**src/rtl/uart_tx_pkg.sv**
```systemverilog
// Shared types and constants for the UART transmit serializer.
package uart_tx_pkg;

  typedef enum logic [1:0] {
    PAR_NONE  = 2'b00,
    PAR_ODD   = 2'b01,
    PAR_EVEN  = 2'b10,
    PAR_NONE2 = 2'b11
  } parity_e;

  typedef enum logic [2:0] {
    IDLE,
    START,
    DATA,
    PARITY,
    STOP
  } tx_state_e;

  localparam int unsigned MIN_DATA_LEN = 5;

  // True when the parity field selects a parity bit in the frame.
  function automatic logic parity_enabled(parity_e p);
    return (p == PAR_ODD) || (p == PAR_EVEN);
  endfunction

endpackage

```
**src/rtl/uart_parity_gen.sv**
```systemverilog
// Combinational parity over the lowest len_i bits of data_i.
module uart_parity_gen
  import uart_tx_pkg::*;
#(
  parameter int unsigned DATA_WIDTH_MAX = 9,
  parameter int unsigned LEN_W          = $clog2(DATA_WIDTH_MAX + 1)
) (
  input  logic [DATA_WIDTH_MAX-1:0] data_i,
  input  logic [LEN_W-1:0]          len_i,
  input  parity_e                   par_type_i,
  output logic                      par_en_o,
  output logic                      par_bit_o
);

  logic xor_acc;

  // XOR of the data bits that fall inside the effective length.
  always_comb begin
    xor_acc = 1'b0;
    for (int unsigned i = 0; i < DATA_WIDTH_MAX; i++) begin
      if (i < 32'(len_i)) begin
        xor_acc = xor_acc ^ data_i[i];
      end
    end
  end

  // Select the parity bit for the requested mode; 0 when parity is off.
  always_comb begin
    par_en_o  = parity_enabled(par_type_i);
    par_bit_o = 1'b0;
    case (par_type_i)
      PAR_ODD:  par_bit_o = ~xor_acc;
      PAR_EVEN: par_bit_o = xor_acc;
      default:  par_bit_o = 1'b0;
    endcase
  end

endmodule

```
**src/rtl/uart_tx_piso_gen.sv**
```systemverilog
// UART transmit serializer: one-word holding register feeding a
// start/data/parity/stop shifter advanced by BaudTick.
module uart_tx_piso_gen
  import uart_tx_pkg::*;
#(
  parameter int unsigned DATA_WIDTH_MAX = 9,
  parameter int unsigned LEN_W          = $clog2(DATA_WIDTH_MAX + 1)
) (
  input  logic                      Clock,
  input  logic                      Reset,
  input  logic                      BaudTick,
  input  logic [DATA_WIDTH_MAX-1:0] DataIn,
  input  logic [LEN_W-1:0]          DataLength,
  input  logic [1:0]                ParityType,
  input  logic                      StopBits,
  input  logic                      Send,
  output logic                      Ready,
  output logic                      DataOut,
  output logic                      ParallParOut,
  output logic                      ActiveFlag,
  output logic                      DoneFlag
);

  // Holding register
  logic                      hold_valid_q;
  logic [DATA_WIDTH_MAX-1:0] hold_data_q;
  logic [LEN_W-1:0]          hold_len_q;
  parity_e                   hold_par_q;
  logic                      hold_stop2_q;
  logic [LEN_W-1:0]          hold_len_d;

  // Shifter / FSM
  tx_state_e                 state_q;
  logic [DATA_WIDTH_MAX-1:0] shift_q;
  logic [LEN_W-1:0]          len_q;
  logic [LEN_W-1:0]          bit_cnt_q;
  logic                      par_en_q;
  logic                      par_bit_q;
  logic                      stop2_q;
  logic                      stop_cnt_q;
  logic                      dout_q;
  logic                      active_q;
  logic                      done_q;
  logic                      ppar_q;

  logic par_en_d;
  logic par_bit_d;
  logic accept;
  logic stop_last;
  logic xfer;

  assign Ready        = ~hold_valid_q;
  assign DataOut      = dout_q;
  assign ParallParOut = ppar_q;
  assign ActiveFlag   = active_q;
  assign DoneFlag     = done_q;

  assign accept    = Send && ~hold_valid_q;
  assign stop_last = ~stop2_q || stop_cnt_q;
  // Hold moves into the shifter from IDLE or straight out of the last stop bit.
  assign xfer      = BaudTick && hold_valid_q &&
                     ((state_q == IDLE) || ((state_q == STOP) && stop_last));

  // Clamp the requested length into MIN_DATA_LEN..DATA_WIDTH_MAX.
  always_comb begin
    hold_len_d = DataLength;
    if (DataLength < LEN_W'(MIN_DATA_LEN)) begin
      hold_len_d = LEN_W'(MIN_DATA_LEN);
    end else if (DataLength > LEN_W'(DATA_WIDTH_MAX)) begin
      hold_len_d = LEN_W'(DATA_WIDTH_MAX);
    end
  end

  uart_parity_gen #(
    .DATA_WIDTH_MAX(DATA_WIDTH_MAX),
    .LEN_W         (LEN_W)
  ) u_parity (
    .data_i    (hold_data_q),
    .len_i     (hold_len_q),
    .par_type_i(hold_par_q),
    .par_en_o  (par_en_d),
    .par_bit_o (par_bit_d)
  );

  // Holding register: fill on accept, empty on transfer to the shifter.
  always_ff @(posedge Clock) begin
    if (Reset) begin
      hold_valid_q <= 1'b0;
      hold_data_q  <= '0;
      hold_len_q   <= '0;
      hold_par_q   <= PAR_NONE;
      hold_stop2_q <= 1'b0;
    end else if (accept) begin
      hold_valid_q <= 1'b1;
      hold_data_q  <= DataIn;
      hold_len_q   <= hold_len_d;
      hold_par_q   <= parity_e'(ParityType);
      hold_stop2_q <= StopBits;
    end else if (xfer) begin
      hold_valid_q <= 1'b0;
    end
  end

  // Frame FSM with registered line, parity, active and done outputs.
  always_ff @(posedge Clock) begin
    if (Reset) begin
      state_q    <= IDLE;
      shift_q    <= '0;
      len_q      <= '0;
      bit_cnt_q  <= '0;
      par_en_q   <= 1'b0;
      par_bit_q  <= 1'b0;
      stop2_q    <= 1'b0;
      stop_cnt_q <= 1'b0;
      dout_q     <= 1'b1;
      active_q   <= 1'b0;
      done_q     <= 1'b0;
      ppar_q     <= 1'b0;
    end else begin
      done_q <= 1'b0;
      if (BaudTick) begin
        if ((state_q == STOP) && stop_last) begin
          done_q <= 1'b1;
        end
        // A transfer always starts a fresh frame, whether from IDLE or STOP.
        if (xfer) begin
          state_q    <= START;
          shift_q    <= hold_data_q;
          len_q      <= hold_len_q;
          bit_cnt_q  <= '0;
          par_en_q   <= par_en_d;
          par_bit_q  <= par_bit_d;
          stop2_q    <= hold_stop2_q;
          stop_cnt_q <= 1'b0;
          dout_q     <= 1'b0;
          active_q   <= 1'b1;
          ppar_q     <= par_bit_d;
        end else begin
          case (state_q)
            IDLE: begin
              dout_q <= 1'b1;
            end
            START: begin
              state_q   <= DATA;
              dout_q    <= shift_q[0];
              shift_q   <= shift_q >> 1;
              bit_cnt_q <= '0;
            end
            DATA: begin
              if (bit_cnt_q == len_q - LEN_W'(1)) begin
                stop_cnt_q <= 1'b0;
                if (par_en_q) begin
                  state_q <= PARITY;
                  dout_q  <= par_bit_q;
                end else begin
                  state_q <= STOP;
                  dout_q  <= 1'b1;
                end
              end else begin
                bit_cnt_q <= bit_cnt_q + LEN_W'(1);
                dout_q    <= shift_q[0];
                shift_q   <= shift_q >> 1;
              end
            end
            PARITY: begin
              state_q    <= STOP;
              dout_q     <= 1'b1;
              stop_cnt_q <= 1'b0;
            end
            STOP: begin
              if (!stop_last) begin
                stop_cnt_q <= 1'b1;
              end else begin
                state_q  <= IDLE;
                dout_q   <= 1'b1;
                active_q <= 1'b0;
                ppar_q   <= 1'b0;
              end
            end
            default: begin
              state_q  <= IDLE;
              dout_q   <= 1'b1;
              active_q <= 1'b0;
            end
          endcase
        end
      end
    end
  end

endmodule

```
**config.mk**
```make
export PLATFORM = sky130hd
export DESIGN_NAME = uart_tx_piso_gen
export DESIGN_NICKNAME = d
export VERILOG_FILES = /design/src/rtl/uart_tx_pkg.sv /design/src/rtl/uart_parity_gen.sv /design/src/rtl/uart_tx_piso_gen.sv
export SDC_FILE = /design/constraint.sdc
export NUM_CORES = 1
export LEC_CHECK = 0
export ABC_AREA = 1
export CAP_MARGIN = 5
export CORE_MARGIN = 10
export CORE_UTILIZATION = 35
export DETAILED_ROUTE_END_ITERATION = 7
export GPL_TIMING_DRIVEN = 1
export PLACE_DENSITY = 0.66
export SYNTH_ARGS = -nofsm -noshare
export SYNTH_HDL_FRONTEND = slang
export SYNTH_SLANG_ARGS = --single-unit
export TNS_END_PERCENT = 30
```
**constraint.sdc**
```tcl
create_clock -name Clock -period 1.54 [get_ports Clock]
set_input_delay 0.154 -clock Clock [delete_from_list [all_inputs] [get_ports Clock]]
set_output_delay 0.154 -clock Clock [all_outputs]
set_load 0.01 [all_outputs]
```
==> metrics.cfg, run 1 <==
[run_status]
status=complete, but fails checks
violations=negative setup slack

[worst_setup_path]
worstPathArrival_ns=1.85
critPathLaunchType=register
r2r_slack_ns=-0.12
r2r_cells=10
end_kind=register
cp_slowest_cell=dfxtp_2
reg2reg_to=shift_q[2]
slowest_delay_ns=0.34
r2r_start=len_q[0]
cp.required_ns=1.73
crit_chain=inv_2, ha_4, xnor2_2, xor2_1, nand3_2, nand2_2, a31oi_4, buf_12, o21ai_2, a21oi_1
critPathKind=reg -> reg
cp_max_fo=18

[floorplanning]
die_area_um2=9954
fp-row-count=29
core_um2=6277
start_util_pct=35.48
pin_count=25
die_y_um=99.77
die_w_um=99.77

[place]
placed_area_um2=2764
hpwl_um=3972
place.gp.congestion=0.8362
dpl.cell_count=424
port_buffers=24

[sta]
post-route-period-util_pct=107.8
whs_ns=0.4231
fin_ws_ns=-0.1207
drv_slew=0
setup-violations-final=19
hold_violations=0
max_freq_mhz=602.2
fin_crit_ns=1.661
rsz0062_at_grt=yes
tightest_slew_ns=0.2836
tns_ns=-1.599
relSlewSlack_pct=80.90
clock_skew_ns=0.007658

[routing]
vias=2155
viasPerCell=4.988
route.detailed.drc=0
first_iter_violations=75
ant_nets=0
routedWlPerCell_um=12.22
routed_wl_um=5280
first_pass_iters=4

[logic_synthesis]
yosys_warnings=0
synth.area.top_cells=dfxtp_1 40%, o21ai_0 8.8%, a21oi_1 7.2%
synth.yosys.seq_area_share_pct=40.45
syn_nets=331
syn_avg_cell_area_um2=7.255
yosys-top-cells-count=45 x dfxtp_1, 40 x nand2_1, 39 x nor2_1, 39 x o21ai_0
yosysTopAreaCell=dfxtp_1
synth-edff-count=0
yosysTopAreaCellShare_pct=40.45
synth_area_um2=2227
synth_async_sr_flop_share_pct=0
yosysMostFrequentCell=dfxtp_1
syn_inst=307
synth_ff_type=dfxtp_1
synth_cell_types=32
synth_seq_cells=45

[cts]
clock_latency_ns=0.29
cts_tree=yes
postCtsHoldBufs=0
clockBufferDepth=2
h-tree-depth=2
clock-sinks=45
cts_made_buffers=5
cts_root_buf=clkbuf_8
path_clk_slew_ns=0.08

[pwr]
pwr-share-seq_pct=44.0
p_per_area_nw_per_um2=1080
power_frac_comb_pct=26.9
swShare_pct=29.93
p_int_mw=2.232
p_sw_mw=0.9533
p_leak_nw=1.212
total_power_mw=3.185
pwr-share-clk_pct=29.1
peakVddDrop_mv=0.5922

[global_routing]
grt_use_total_pct=10.66
overflow=0
antenna_found_initial=0
grt_pass1_vias=2018
grt_max_degree=34
grt_first_pass_wirelength_um=8935

[cells_and_area]
fin_area_um2=2950
finalNonFillerCells=432
drive_above_1_share_pct=20.00
num-fill-cells=610
fin_nets=378
diodes=0
areaGrowthSynthToFinish_pct=32.47

[worst_hold_path]
whs_path_depth=3
min_from=Send
holdPathEnd=hold_valid_q
hold_path.class=in -> reg

[job]
drv_cap=0

[how the worst max path moves through the flow]
| stage | end | cells after the start | from |
|---|---|---|---|
| after global placement | bit_cnt_q[1] | 10 | len_q[1] |
| after floorplan | bit_cnt_q[1] | 10 | len_q[0] |
| after detailed placement | shift_q[5] | 10 | len_q[1] |
| after global routing | state_q[2] | 9 | len_q[0] |
| after CTS | shift_q[5] | 10 | len_q[0] |
| final | shift_q[2] | 10 | len_q[0] |
[area by class of cell]
class                   count  area, µm²  area share (%)
well taps                  77      96.34           3.265
clock buffers               7      86.33           2.926
inverters                  36      135.1           4.580
repair buffers             51      480.5           16.28
multi-input cells         215       1210           41.01
flip-flops and latches     45      912.1           30.92
clock inverters             1      30.03           1.018
[critical path, delay by kind of cell (launching register included)]
| kind | cells | cell delay (ns) |
|---|---|---|
| compound gates | 3 | 0.29 |
| xor+xnor | 2 | 0.35 |
| fa+ha+maj | 1 | 0.15 |
| buf+inv | 2 | 0.23 |
| flops | 1 | 0.34 |
| simple gates | 2 | 0.21 |
[sequential cells by signal, summed over array words and instances (netlist names), 2 cells and up]
name and count:
hold_len_q 4, shift_q 9, hold_data_q 9, hold_par_q 2
bit_cnt_q 4, state_q 3, len_q 4
[metal layers]
layer | GRT usage [%] | vias to the layer above | part of all wire (%) | wire (µm)
li1 | - | 1111 | - | -
met3 | 2.679 | 5 | 3.6 | 189
met1 | 13.61 | 994 | 49 | 2593
met5 | 0 | - | 0 | 0
met4 | 2.646 | 0 | 0.89 | 47
met2 | 17.47 | 45 | 46 | 2450
[cell families (layout without fill, tap and decap cells)]
family                   after synthesis  count (layout)  synth area share (%)
adder cells (fa/ha/maj)                4               4                 2.247
AND/OR/NAND/NOR                      114             114                 22.36
AO/OA/AOI/OAI                         84              84                 20.62
flip-flops                            45              45                 40.45
multiplexers                           6               6                 2.697
XOR/XNOR                               7               7                 2.753
buffers and inverters                 47              95                 8.876
[through the flow]
stage	setup WS, ns	utilization [%]
floorplan	-0.04979	-
global placement	-0.09572	44.03
detailed placement	-0.1804	44.03
CTS	-0.1388	46.42
global route	-0.2475	47.00
finish	-0.1207	47.00
[power by group through the flow]
stage               registers (mW)  clock network, mW  logic (mW)
floorplan                     1.40                  0       0.534
global placement              1.41                  0       0.800
detailed placement            1.41                  0       0.818
CTS                           1.39              0.936       0.835
global route                  1.42              0.999       0.963
finish                        1.40              0.927       0.857
[cell usage in the layout, fill, tap and decap left out, types with 3 or more instances in the layout]
cell | Yosys | routed
nand2_2 | 3 | 3
nor2_1 | 39 | 38
inv_2 | 3 | 5
clkdlybuf4s50_1 | 0 | 24
mux2i_1 | 6 | 6
xor2_1 | 3 | 3
xnor2_1 | 4 | 3
o21ai_0 | 39 | 28
a211oi_1 | 4 | 4
a21oi_1 | 32 | 30
nand3_1 | 19 | 18
ha_1 | 4 | 3
o21ai_1 | 3 | 3
dfxtp_2 | 0 | 3
buf_4 | 1 | 24
nand2_1 | 40 | 40
buf_12 | 0 | 3
nand3_2 | 3 | 4
nor3_1 | 5 | 5
dfxtp_1 | 45 | 40
inv_1 | 32 | 30
o21ai_2 | 0 | 11
clkbuf_8 | 0 | 6
[repair_timing]
action,in CTS,in global routing
setup buffers,0,0
pin swaps,1,2
endpoints found under the setup margin,20,20
resized for setup,14,11
(Power assumes the default switching activity.)
==> run 2, diff against run 1 <==
--- a/config.mk
+++ b/config.mk
@@ -7,7 +7,6 @@
 export LEC_CHECK = 0
 export ABC_AREA = 1
 export CAP_MARGIN = 5
-export CORE_MARGIN = 10
 export CORE_UTILIZATION = 35
 export DETAILED_ROUTE_END_ITERATION = 7
 export GPL_TIMING_DRIVEN = 1
==> run 2 against run 1 <==
  * The flow still finishes with violations (negative setup slack)
  * Fmax shrank 0.29%
  * Cell area shrank 0.42%
  * Sequential share of layout area grew 0.22 points
  * Critical path depth is the same
  * Hold slack lost 0.011 ns
  * Sequential cell count is the same
  * Wire length shrank 2.4%
  * Non-clock buffer count shrank 1
  * Total power shrank 1.8%
  * Via count shrank 3.3%
==> metrics.cfg, run 2 (synthesis gave the netlist of run 1 again) <==
[cells_and_area]
fin_area_um2=2938
fin_nets=377
finalNonFillerCells=428
mostFrequentLayoutCells=38 x dfxtp_1, 38 x nor2_1, 38 x nand2_1
final_util_pct=48.75
diodes=0
areaGrowthSynthToFinish_pct=31.91
drive_above_1_share_pct=19.55
multi_input_area_um2=1226
top_regs=hold_data_q: 9 flops, shift_q: 9 flops
num-fill-cells=609
regArea_um2=914.6

[floorplanning]
die_y_um=81.77
core_um2=6026
die_area_um2=6686
fp-row-count=28
pin_count=25
start_util_pct=36.96
die_w_um=81.77

[place]
port_buffers=24
place.gp.congestion=0.8046
dp_worst_setup_slack_ns=-0.1747
dpl.cell_count=419
hpwl_um=3748
placed_area_um2=2726

[cts]
clockBufferDepth=2
cts_tree=yes
cts_made_buffers=5
cts_root_buf=clkbuf_8
path_clk_slew_ns=0.09
clock-sinks=45
clock_latency_ns=0.30
h-tree-depth=2

[global_routing]
grt_use_total_pct=17.06
grt_pass1_vias=1909
grt_first_pass_wirelength_um=8645
overflow=0
grt_max_degree=34
antenna_found_initial=0

[worst_setup_path]
critPathLaunchType=register
cp.required_ns=1.74
critPathKind=reg -> reg
worstPathArrival_ns=1.86
cp_max_fo=19
end_kind=register

[sta]
setup-violations-final=19
hold_violations=0
fin_ws_ns=-0.1254
fin_crit_ns=1.665
rsz0062_at_grt=yes
post-route-period-util_pct=108.1
drv_slew=0
tightest_slew_ns=0.4085
tns_ns=-1.811
whs_ns=0.4118
clock_skew_ns=0.007544
relSlewSlack_pct=72.48
max_freq_mhz=600.5

[pwr]
p_per_area_nw_per_um2=1065
p_leak_nw=1.203
total_power_mw=3.129
peakVddDrop_mv=0.7244

[routing]
ant_nets=0
first_iter_violations=137
routed_wl_um=5154
viasPerCell=4.869
first_pass_iters=4
vias=2084
routedWlPerCell_um=12.04
route.detailed.drc=0

[run_status]
violations=negative setup slack
status=complete, but fails checks

[job]
drv_cap=0

[worst_hold_path]
hold_path.class=in -> reg

## run 2: cell types whose count changed in the layout (fill, tap and decap cells not counted), moves of 2 or more
cell     change
dfxtp_1      -2
dfxtp_2      +2
nand2_1      -2
nand2_4      +2
nand3_1      -4
nand3_2      +3
o21ai_1      +8
o21ai_2      -9
## run 2: metal layers
metal  vias up  track usage [%]  wire length (µm)
met5         -                0                 0
met4         0            5.439                78
met3         8            4.667               187
li1       1111                -                 -
met2        38            26.94              2454
met1       927            22.36              2433
## run 2: path summary, 6_finish.rpt
| path | to | slack (ns) | depth (start not counted) | start |
|---|---|---|---|---|
| worst max-delay path | bit_cnt_q[1] | -0.13 | 10 | len_q[0] |
| worst max register to register | bit_cnt_q[1] | -0.13 | 10 | len_q[0] |
| worst min register to register | shift_q[8] | 0.47 | 2 | hold_data_q[8] |
| worst min-delay path | hold_valid_q | 0.41 | 3 | Send |
## run 2: worst max-delay path, stage by stage (launching register included)
cell and delay (ns):
dfxtp_2 0.34, inv_2 0.05, ha_4 0.15, xnor2_2 0.15, xor2_1 0.18, nand3_2 0.13, nand2_4 0.10, a31oi_4 0.11
buf_12 0.17, o21ai_1 0.13, nor2_1 0.05
## run 2: what timing repair did
item                                    in CTS  in global routing
endpoints found under the setup margin      20                 22
hold buffers                                 0                  0
buffers inserted                             2                  0
pin swaps                                    3                  4
gates resized for setup                      7                 21
## run 2: final cells by class
type / instances / share of cell area, %
tap: 75 / 3.194
inverter: 36 / 4.600
sequential: 45 / 31.13
timing repair buffer: 50 / 15.80
clock buffer: 5 / 2.342
multi-input combinational: 215 / 41.74
clock inverter: 2 / 1.193
## run 2: power by group
group	internal, mW	leakage [nW]	switching [mW]
combinational	0.411	0.776	0.456
sequential	1.29	0.373	0.100
clock	0.472	0.0540	0.397
